<file path="src/rtl/alu_op_sequencer_if.sv">
// Command channel into the ALU op sequencer: opcode/operand offered
// under a valid/ready handshake.
interface alu_op_sequencer_if;
    logic       cmd_valid;
    logic [2:0] cmd_op;
    logic [7:0] cmd_data;
    logic       cmd_ready;

    modport master (output cmd_valid, output cmd_op, output cmd_data, input cmd_ready);
    modport slave  (input cmd_valid, input cmd_op, input cmd_data, output cmd_ready);
endinterface

</file>
<file path="src/rtl/alu_op_sequencer.sv">
// Command front-end for the 8-bit accumulator ALU. Buffers commands in a
// small FIFO, presents one op at a time on the ALU pins (holding a DIV for
// its whole multi-cycle sequence), drives OR #0 as a harmless NOP when idle,
// reports committed results and flags loss of lock with the ALU FSM.
//
// state     | meaning
// ----------+-----------------------------------------------------------
// S_ISSUE   | every edge loads the FIFO head (popping it) or a NOP
// S_DIVHOLD | DIV held on the pins, dcnt tracks the ALU state 0..DIV_CYCLES-1;
//           | on the last count the next op is issued at the same edge
module alu_op_sequencer #(
    parameter int DEPTH      = 4,
    parameter int DIV_CYCLES = 9
) (
    input  logic                       clk,
    input  logic                       reset,
    alu_op_sequencer_if.slave          cmd,
    output logic [2:0]                 alu_opcode,
    output logic [7:0]                 alu_in,
    input  logic [3:0]                 alu_current,
    input  logic [7:0]                 alu_acc,
    output logic                       res_valid,
    output logic [7:0]                 res_data,
    output logic                       busy,
    output logic [$clog2(DEPTH):0]     fifo_count,
    output logic                       sync_err
);

    localparam int AW = $clog2(DEPTH);
    localparam int CW = AW + 1;
    localparam int DW = (DIV_CYCLES > 1) ? $clog2(DIV_CYCLES) : 1;

    localparam logic [2:0] OP_OR  = 3'd3;
    localparam logic [2:0] OP_DIV = 3'd5;

    localparam logic [0:0] S_ISSUE   = 1'b0;
    localparam logic [0:0] S_DIVHOLD = 1'b1;

    logic [2:0]    fifo_op   [DEPTH];
    logic [7:0]    fifo_data [DEPTH];
    logic [AW-1:0] wr_ptr;
    logic [AW-1:0] rd_ptr;
    logic [CW-1:0] count;

    logic [0:0]    state;
    logic [DW-1:0] dcnt;
    logic          real_op;

    logic          push;
    logic          pop;
    logic          fifo_empty;
    logic          div_last;
    logic          issue_now;
    logic [2:0]    next_op;
    logic [7:0]    next_data;
    logic          next_real;
    logic [3:0]    exp_current;

    assign fifo_count    = count;
    assign fifo_empty    = (count == '0);
    assign cmd.cmd_ready = (count != CW'(DEPTH)) & ~reset;
    assign push          = cmd.cmd_valid & cmd.cmd_ready;

    // The last DIV cycle behaves like ISSUE so the next op follows with no bubble.
    assign div_last    = (state == S_DIVHOLD) && (dcnt == DW'(DIV_CYCLES - 1));
    assign issue_now   = (state == S_ISSUE) || div_last;
    assign pop         = issue_now & ~fifo_empty;

    assign busy        = ~fifo_empty | real_op;
    assign res_data    = alu_acc;
    assign exp_current = (state == S_DIVHOLD) ? 4'(dcnt) : 4'd0;

    // Select what the pins get at the next issue: FIFO head or NOP.
    always_comb begin
        next_op   = OP_OR;
        next_data = 8'h00;
        next_real = 1'b0;
        if (!fifo_empty) begin
            next_op   = fifo_op[rd_ptr];
            next_data = fifo_data[rd_ptr];
            next_real = 1'b1;
        end
    end

    // FIFO storage; contents need no reset since count gates visibility.
    always_ff @(posedge clk) begin
        if (push) begin
            fifo_op[wr_ptr]   <= cmd.cmd_op;
            fifo_data[wr_ptr] <= cmd.cmd_data;
        end
    end

    // FIFO pointers and occupancy; pointers wrap naturally at power-of-2 depth.
    always_ff @(posedge clk) begin
        if (reset) begin
            wr_ptr <= '0;
            rd_ptr <= '0;
            count  <= '0;
        end else begin
            if (push) wr_ptr <= wr_ptr + 1'b1;
            if (pop)  rd_ptr <= rd_ptr + 1'b1;
            case ({push, pop})
                2'b10:   count <= count + 1'b1;
                2'b01:   count <= count - 1'b1;
                default: count <= count;
            endcase
        end
    end

    // Issue FSM: load the ALU pins, or hold them while a DIV runs.
    always_ff @(posedge clk) begin
        if (reset) begin
            state      <= S_ISSUE;
            dcnt       <= '0;
            alu_opcode <= OP_OR;
            alu_in     <= 8'h00;
            real_op    <= 1'b0;
        end else if (issue_now) begin
            alu_opcode <= next_op;
            alu_in     <= next_data;
            real_op    <= next_real;
            dcnt       <= '0;
            state      <= (next_op == OP_DIV) ? S_DIVHOLD : S_ISSUE;
        end else begin
            dcnt       <= dcnt + 1'b1;
        end
    end

    // Result pulse after a real op's commit edge, and sticky lock check.
    always_ff @(posedge clk) begin
        if (reset) begin
            res_valid <= 1'b0;
            sync_err  <= 1'b0;
        end else begin
            res_valid <= real_op & issue_now;
            if (alu_current != exp_current) sync_err <= 1'b1;
        end
    end

endmodule

</file>
<file path="src/flat_wrapper.sv">
// flat-port wrapper written by rule: the top's interface ports become plain ports
module alu_op_sequencer_flat 
#(
    parameter int DEPTH      = 4,
    parameter int DIV_CYCLES = 9
)
  (clk, reset, alu_opcode, alu_in, alu_current, alu_acc, res_valid, res_data, busy, fifo_count, sync_err, cmd_cmd_valid, cmd_cmd_op, cmd_cmd_data, cmd_cmd_ready);
  alu_op_sequencer_if cmd_i ();
  input  logic clk;
  input  logic reset;
  output logic [2:0] alu_opcode;
  output logic [7:0] alu_in;
  input  logic [3:0] alu_current;
  input  logic [7:0] alu_acc;
  output logic res_valid;
  output logic [7:0] res_data;
  output logic busy;
  output logic [$clog2(DEPTH):0] fifo_count;
  output logic sync_err;
  input wire logic [$bits(cmd_i.cmd_valid)-1:0] cmd_cmd_valid;
  input wire logic [$bits(cmd_i.cmd_op)-1:0] cmd_cmd_op;
  input wire logic [$bits(cmd_i.cmd_data)-1:0] cmd_cmd_data;
  output wire logic [$bits(cmd_i.cmd_ready)-1:0] cmd_cmd_ready;
  assign cmd_i.cmd_valid = cmd_cmd_valid;
  assign cmd_i.cmd_op = cmd_cmd_op;
  assign cmd_i.cmd_data = cmd_cmd_data;
  assign cmd_cmd_ready = cmd_i.cmd_ready;
  alu_op_sequencer #(.DEPTH(DEPTH), .DIV_CYCLES(DIV_CYCLES)) u_core (.clk(clk), .reset(reset), .cmd(cmd_i), .alu_opcode(alu_opcode), .alu_in(alu_in), .alu_current(alu_current), .alu_acc(alu_acc), .res_valid(res_valid), .res_data(res_data), .busy(busy), .fifo_count(fifo_count), .sync_err(sync_err));
endmodule
</file>
<file path="config.mk">
export PLATFORM = sky130hd
export DESIGN_NAME = alu_op_sequencer_flat
export DESIGN_NICKNAME = d
export VERILOG_FILES = /design/src/rtl/alu_op_sequencer_if.sv /design/src/rtl/alu_op_sequencer.sv /design/src/flat_wrapper.sv
export SDC_FILE = /design/constraint.sdc
export NUM_CORES = 1
export LEC_CHECK = 0
export CAP_MARGIN = 20
export CORE_MARGIN = 5
export CORE_UTILIZATION = 36
export DETAILED_ROUTE_END_ITERATION = 10
export PLACE_DENSITY_LB_ADDON = 0.12
export SETUP_SLACK_MARGIN = 0.1
export SLEW_MARGIN = 30
export SYNTH_ARGS = -nofsm -noshare
export SYNTH_HDL_FRONTEND = slang
export SYNTH_SLANG_ARGS = --single-unit
</file>
<file path="constraint.sdc">
create_clock -name clk -period 2.3 [get_ports clk]
set_input_delay 0.23 -clock clk [delete_from_list [all_inputs] [get_ports clk]]
set_output_delay 0.23 -clock clk [all_outputs]
set_load 0.05 [all_outputs]
</file>
==> summary.md, run 1 <==
| Metric | Value |
|---|---|
| Gpl congestion | slightly above 0.8 |
| EDFF count, synth | 44 |
| CTS HTree Levels | 3 |
| # fillers | between 700 and 800 |
| Final hold slack | 0.4601 ns |
| Initial DRC Count | 28 |
| Worst EP arrival | 2.35 ns |
| Flop pwr share | roughly 38% |
| Syn. warnings | 0 |
| Final Cycle Share | roughly nine tenths |
| Count of final setup violators | 0 |
| Vias in the first global route | 1759 |
| Mapped Area | just under 3000 um^2 |
| Startpoint types | flip-flop |
| Clock buffer depth | 2 |
| Initial antenna violation count | 0 |
| Most numerous cell in the Yosys netlist | edfxtp_1 |
| Final net count | 278 |
| Die span in y | around 100 um |
| Met3 Usage GRT | 3.197% |
| Num Clock Sinks | 72 |
| GRT met2 Usage | between 10% and 20% |
| Row cnt | 32 |
| Comb pwr share | 35.5% |
| Cell taking the most area after synthesis | edfxtp_1 |
| RSZ-0062 raised after global routing | no |
| Post-synth cell types | 33 |
| Post-synthesis sequential area ratio | between 60 and 70% |
| PwrDens | between 1000 and 1500 nW/um^2 |
| Net Sw Frac | 33.37% |
| FF/Latch Area | 1896 um^2 |
| Multi-input combinational cell area | 892.1 um^2 |
| Gr busiest metal | met2 |
| Largest net degree at the start of global routing | 25 |
| Commonest cells post-synth | edfxtp_1 (44), dfxtp_1 (28), nor2_1 (20), inv_1 (13), mux4_2 (10) |
| Outcome | complete, no violations |
| DIE AREA | between 10000 and 15000 um^2 |
| Share of layout cells above drive strength 1 | 19.68% |
| Post-layout util | between 40% and 50% |
| Boundary Pins | 52 |
| DP HPWL | 3642 um |
| Number of buffers created by CTS | 9 |
| Yosys reg bits | 72 |
| Overflow after GRT | 0 |
| Worst setup EP type | flip-flop |
| Post-route ant nets | 0 |
| Post-Syn Instances | 201 |
| CTS tree | yes |
| Setup_tns | 0 ns |
| 1st-pass router iterations | 4 |
| Routed Wire Length | roughly 5500 um |
| Switching power | 1467 uW |
| Peak VDD IR | 0.3737 mV |
| Vias | 1672 |
| Leak | 0.001270 uW |
| Syn_nets | 235 |
| Input/output buffers | 35 |
| Core Footprint | 7807 um^2 |
| CP Class | flip-flop to flip-flop |
| First-pass GRT wire length | 9114 um |
| CP max FO | 7 |
| DRC errors left | 0 |
| Endpoints failing hold | 0 |
| Tmin final | 2.093 ns |
| Layout Skew | 0.006785 ns |
| Slew @ Worst Pin | around 0.58 ns |
| Met1 usage | 15.57% |
| Area grow syn2layout | 25.27% |
| Ys flop type | edfxtp_1 |
| Initial Utilization | 37.36% |
| Die width | 100.0 um |
| Antenna diodes | 0 |
| Post-synth ARST share | 0% |
| Total GRT Usage | 11.97% |
| Clock power share | 26.6% |
| Number of buffers inserted by hold repair at cts | 0 |
| Via-to-Cell Ratio | approximately 4.8 |
| Worst skew pair latency | 0.33 ns |
| Mean Syn Cell Area | about 15 um^2 |
| Top cell type's share of synthesized area | 45.30% |
| Reg clk slew, reported paths | about 0.07 ns |
| Max Freq | 477.9 MHz |
| Per-cell routed wire length | around 16 um |
| Synth area leaders | edfxtp_1 (45%), dfxtp_1 (19%), mux4_2 (7.7%), ha_1 (3.0%), nor2_1 (2.6%) |
| Int Pwr | 2929 uW |
| Max-cap violations | 0 |
| Max Slew Vio Count | 0 |
| Slew HR | 60.99% |
| CP required | 2.56 ns |
| Worst Hold Class | input port to output pin |
| Root Driver | clkbuf_8 |
-- state kept, by name (all words and copies together), names as in the netlist, named ones only --
register and cells:
u_core.fifo_op 12, u_core.sync_err 1, u_core.alu_opcode 3, u_core.dcnt 4, u_core.fifo_data 32, u_core.wr_ptr 2
u_core.fifo_count 3, u_core.alu_in 8, u_core.res_valid 1, u_core.real_op 1, u_core.rd_ptr 2, u_core.state 1
-- worst paths after layout --
path              startpoint                    to  slack (ns)  cells past startpoint
max           u_core.dcnt[0]  u_core.fifo_count[2]        0.21                     10
min               alu_acc[3]           res_data[3]        0.46                      0
max reg2reg   u_core.dcnt[0]  u_core.fifo_count[2]        0.21                     10
min reg2reg  u_core.sync_err       u_core.sync_err        0.48                      1
-- through the flow --
| stage | instance area (um^2) | power, uW | worst slack, ns | cells |
|---|---|---|---|---|
| after floorplan | 2950 | 2859 | 0.1257 | 201 |
| after global placement | 3407 | 3280 | 0.1915 | 334 |
| after detailed placement | 3407 | 3281 | 0.1470 | 334 |
| after CTS | 3641 | 4459 | 0.1573 | 350 |
| after global routing | 3654 | 4669 | 0.1009 | 351 |
| final | 3654 | 4396 | 0.2074 | 351 |
-- cells in the final DEF (no fill, tap or decap), types with 4 or more instances in the layout --
master and count:
inv_1 13, dfxtp_1 23, and2_1 5, ha_1 5
xnor2_1 4, edfxtp_1 44, nor2_1 20, a22oi_1 9
mux4_2 10, clkbuf_8 9, xor2_1 5, nand2_1 4
nor3_1 4, clkdlybuf4s50_1 33, a21oi_1 7, buf_4 14
-- routing by layer --
metal,up-vias,share of wire (%)
li1,813,-
met4,0,1.8
met2,44,47
met1,800,46
met3,15,5.1
met5,-,0
-- cell type report --
class | instances | area share [%]
Timing Repair Buffer | 48 | 12.47
Clock inverter | 6 | 2.911
Tap cell | 102 | 3.493
Sequential cell | 72 | 51.88
Inverter | 13 | 1.336
Clock buffer | 10 | 3.493
Multi-Input combinational cell | 100 | 24.42
-- power by group through the flow --
stage                     clock, uW  sequential (uW)  combinational [uW]
after global routing           1270             1690                1710
after detailed placement          0             1700                1580
after floorplan                   0             1930                 932
final                          1170             1670                1560
after global placement            0             1700                1580
after CTS                      1200             1670                1590
-- kinds of logic (layout without fill, tap and decap cells) --
logic type | count (synthesis) | in the layout | share of synthesized area (%)
AO/OA/AOI/OAI | 28 | 28 | 6.864
XOR/XNOR | 9 | 9 | 2.703
adder cells (fa/ha/maj) | 8 | 8 | 3.689
buffers and inverters | 29 | 77 | 5.749
flip-flops | 72 | 72 | 64.52
multiplexers | 11 | 11 | 8.623
AND/OR/NAND/NOR | 44 | 44 | 7.851
-- worst max-delay path, cell delays in order (launching register included) --
cell and delay [ns]:
dfxtp_2 0.35, inv_1 0.07, ha_2 0.19, nand3b_4 0.10
a21oi_4 0.19, ha_4 0.15, inv_1 0.05, fa_2 0.33
xor2_1 0.16, or3_1 0.31, a21oi_1 0.13
-- what timing repair did --
| item | in CTS | in global routing |
|---|---|---|
| gates resized for setup | 0 | 2 |
| setup endpoints to repair | 0 | 1 |
| endpoints found under the hold margin | 0 | 0 |
| setup buffers | 0 | 1 |
No activity file was read; power rests on OpenSTA's default activity.
==> run 2: changes to the inputs <==
CTS_CLUSTER_SIZE = 24   (was not set)
HOLD_SLACK_MARGIN = 0.12   (was not set)
clock period = 2.41 ns   (was 2.3 ns; I/O delays follow)
==> run 2 against run 1 <==
  * Die area did not move
  * Combinational power fell by 9%
  * Highest routed layer unchanged
  * Sequential share of layout area rose by 1.3 points
  * Worst setup slack got worse by 0.0068 ns
  * Cell count fell by 1.1%
  * Clock skew fell by 0.0017 ns
  * Via count fell by 0.66%
  * Hold slack improved by 0.022 ns
  * Critical endpoint is now busy
  * Sequential cell count did not move
  * Global-route usage fell by 0.29 points
  * Routed wire length rose by 0.51%
  * Largest cell class unchanged
==> summary.md, run 2 (synthesis gave the netlist of run 1 again) <==
| Metric | Value |
|---|---|
| Most frequent cells in the layout | edfxtp_1 (44), clkdlybuf4s50_1 (34), dfxtp_1 (23) |
| Core Footprint | 7807 um^2 (unchanged) |
| Per-cell routed wire length | 15.96 um (+1.7%) |
| Peak VDD IR | 0.3772 mV (+0.93%) |
| Worst skew pair latency | 0.33 ns (about the same) |
| Post-cts resize count | 0 (unchanged) |
| Gpl congestion | 0.7259 (-11%) |
| Vias in the first global route | 1681 (-4.4%) |
| Post-layout util | 45.48% (-1.3 points) |
| Antenna diodes | 0 (unchanged) |
| CP max FO | 6 (-1) |
| Post-CTS setup buffers | 0 (unchanged) |
| CTS tree | yes |
| Overflow after GRT | 0 (unchanged) |
| Number of buffers created by CTS | 9 (unchanged) |
| Most common cell after layout, fill and taps aside | edfxtp_1 |
| Setup_tns | 0 ns (unchanged) |
| Worst Hold Class | input port to output pin |
| Outcome | complete, no violations |
| Vias | 1661 (-0.66%) |
| # fillers | 712 (+0.85%) |
| Number of buffers inserted by hold repair at cts | 0 (unchanged) |
| DRC errors left | 0 (unchanged) |
| Max-cap violations | 0 (unchanged) |
| Num Clock Sinks | 72 (unchanged) |
| Max Freq | roughly 450 MHz |
| 1st-pass router iterations | 4 (unchanged) |
| Row cnt | 32 (unchanged) |
| Layout Skew | 0.005113 ns (-0.001672 ns) |
| Leak | 0.001219 uW (-4.0%) |
| Tmin final | 2.209 ns |
| CTS HTree Levels | 3 (unchanged) |
| Root Driver | clkbuf_8 |
| Initial DRC Count | 64 (+130%) |
| Routed Wire Length | 5537 um (+0.51%) |
| Final Cycle Share | ~92% |
| Count of final setup violators | 0 (unchanged) |
| Die width | 100.0 um (unchanged) |
| Worst EP arrival | 1.97 ns (-0.38 ns) |
| Via-to-Cell Ratio | 4.787 (+0.49%) |
| Post-route ant nets | 0 (unchanged) |
| Total GRT Usage | 11.68% (-0.29 points) |
| Clock buffer depth | 2 (unchanged) |
| DP HPWL | 3625 um (-0.46%) |
| Most flops, register | u_core.fifo_data |
| CP required | 2.17 ns (-0.39 ns) |
| Initial antenna violation count | 0 (unchanged) |
| Max Slew Vio Count | 0 (unchanged) |
| Largest register FFs | 32 (unchanged) |
| Final net count | 274 (-1.4%) |
| Startpoint types | flip-flop |
| Largest net degree at the start of global routing | 25 (unchanged) |
| Input/output buffers | 35 (unchanged) |
| Slew @ Worst Pin | 0.5793 ns (-0.005097 ns) |
| Share of layout cells above drive strength 1 | 17.55% (-2.1 points) |
| FF/Latch Area | 1888 um^2 (-0.40%) |
| Initial Utilization | 37.36% (unchanged) |
| Multi-input combinational cell area | 872.1 um^2 (-2.2%) |
| Area grow syn2layout | 21.75% |
| Worst setup EP type | output pin |
| Endpoints failing hold | 0 (unchanged) |
| PwrDens | 1109 nW/um^2 (-7.9%) |
| RSZ-0062 raised after global routing | no |
| Slew HR | 61.33% (+0.34 points) |
| CP Class | flip-flop to output pin |
| First-pass GRT wire length | 8756 um (-3.9%) |
| Reg clk slew, reported paths | 0.07 ns (about the same) |
| Regs by FF count | u_core.fifo_data x32, u_core.fifo_op x12, u_core.alu_in x8 |
| DIE AREA | 10000 um^2 (unchanged) |
| Boundary Pins | 52 (unchanged) |
| Die span in y | 100.0 um (unchanged) |
## run 2: worst paths after layout
| kind | cells after the start | slack (ns) | endpoint | from |
|---|---|---|---|---|
| worst min register to register | 1 | 0.49 | u_core.dcnt[0] | u_core.dcnt[0] |
| worst max-delay path | 4 | 0.20 | busy | u_core.fifo_count[2] |
| worst max register to register | 10 | 0.25 | u_core.fifo_count[2] | u_core.dcnt[0] |
| worst min-delay path | 0 | 0.48 | res_data[1] | alu_acc[1] |
## run 2: power by group
part / internal, uW / leakage [uW] / total [uW] / switching (uW)
registers: 1470 / 0.000631 / 1610 / 137
clock network: 473 / 0.0000917 / 906 / 433
logic: 608 / 0.000496 / 1420 / 816
total: 2550 / 0.00122 / 3940 / 1390
## run 2: worst max-delay path, cell delays in order, from the launching register on
cell and delay [ns]:
dfxtp_2 0.36, nor3_1 0.20, buf_4 0.16, or2b_1 0.22
clkdlybuf4s50_1 0.70
## run 2: final cells by class
type | count | share of cell area (%)
flip-flops and latches | 72 | 53.17
multi-input cells | 100 | 24.56
repair buffers | 44 | 12.05
clock buffers | 10 | 3.594
well taps | 102 | 3.594
clock inverters | 6 | 1.656
inverters | 13 | 1.374
## run 2: per-stage QoR
step / total power [uW] / hold slack, ns / setup slack, ns / area, um^2 / cells
2_1_floorplan: 2681 / 0.3399 / 0.1124 / 2920 / 201
3_3_place_gp: 3071 / 0.4661 / 0.2830 / 3357 / 331
3_5_place_dp: 3069 / 0.4728 / 0.2180 / 3357 / 331
4_1_cts: 3981 / 0.4824 / 0.1596 / 3543 / 347
5_1_grt: 4152 / 0.4821 / 0.1013 / 3551 / 347
6_report: 3937 / 0.4821 / 0.2006 / 3551 / 347
## run 2: layer usage
layer	GRT usage, %	part of all wire (%)
met3	2.780	4.6
met4	6.010	1.4
met2	19.34	49
met5	0	0
met1	14.20	45
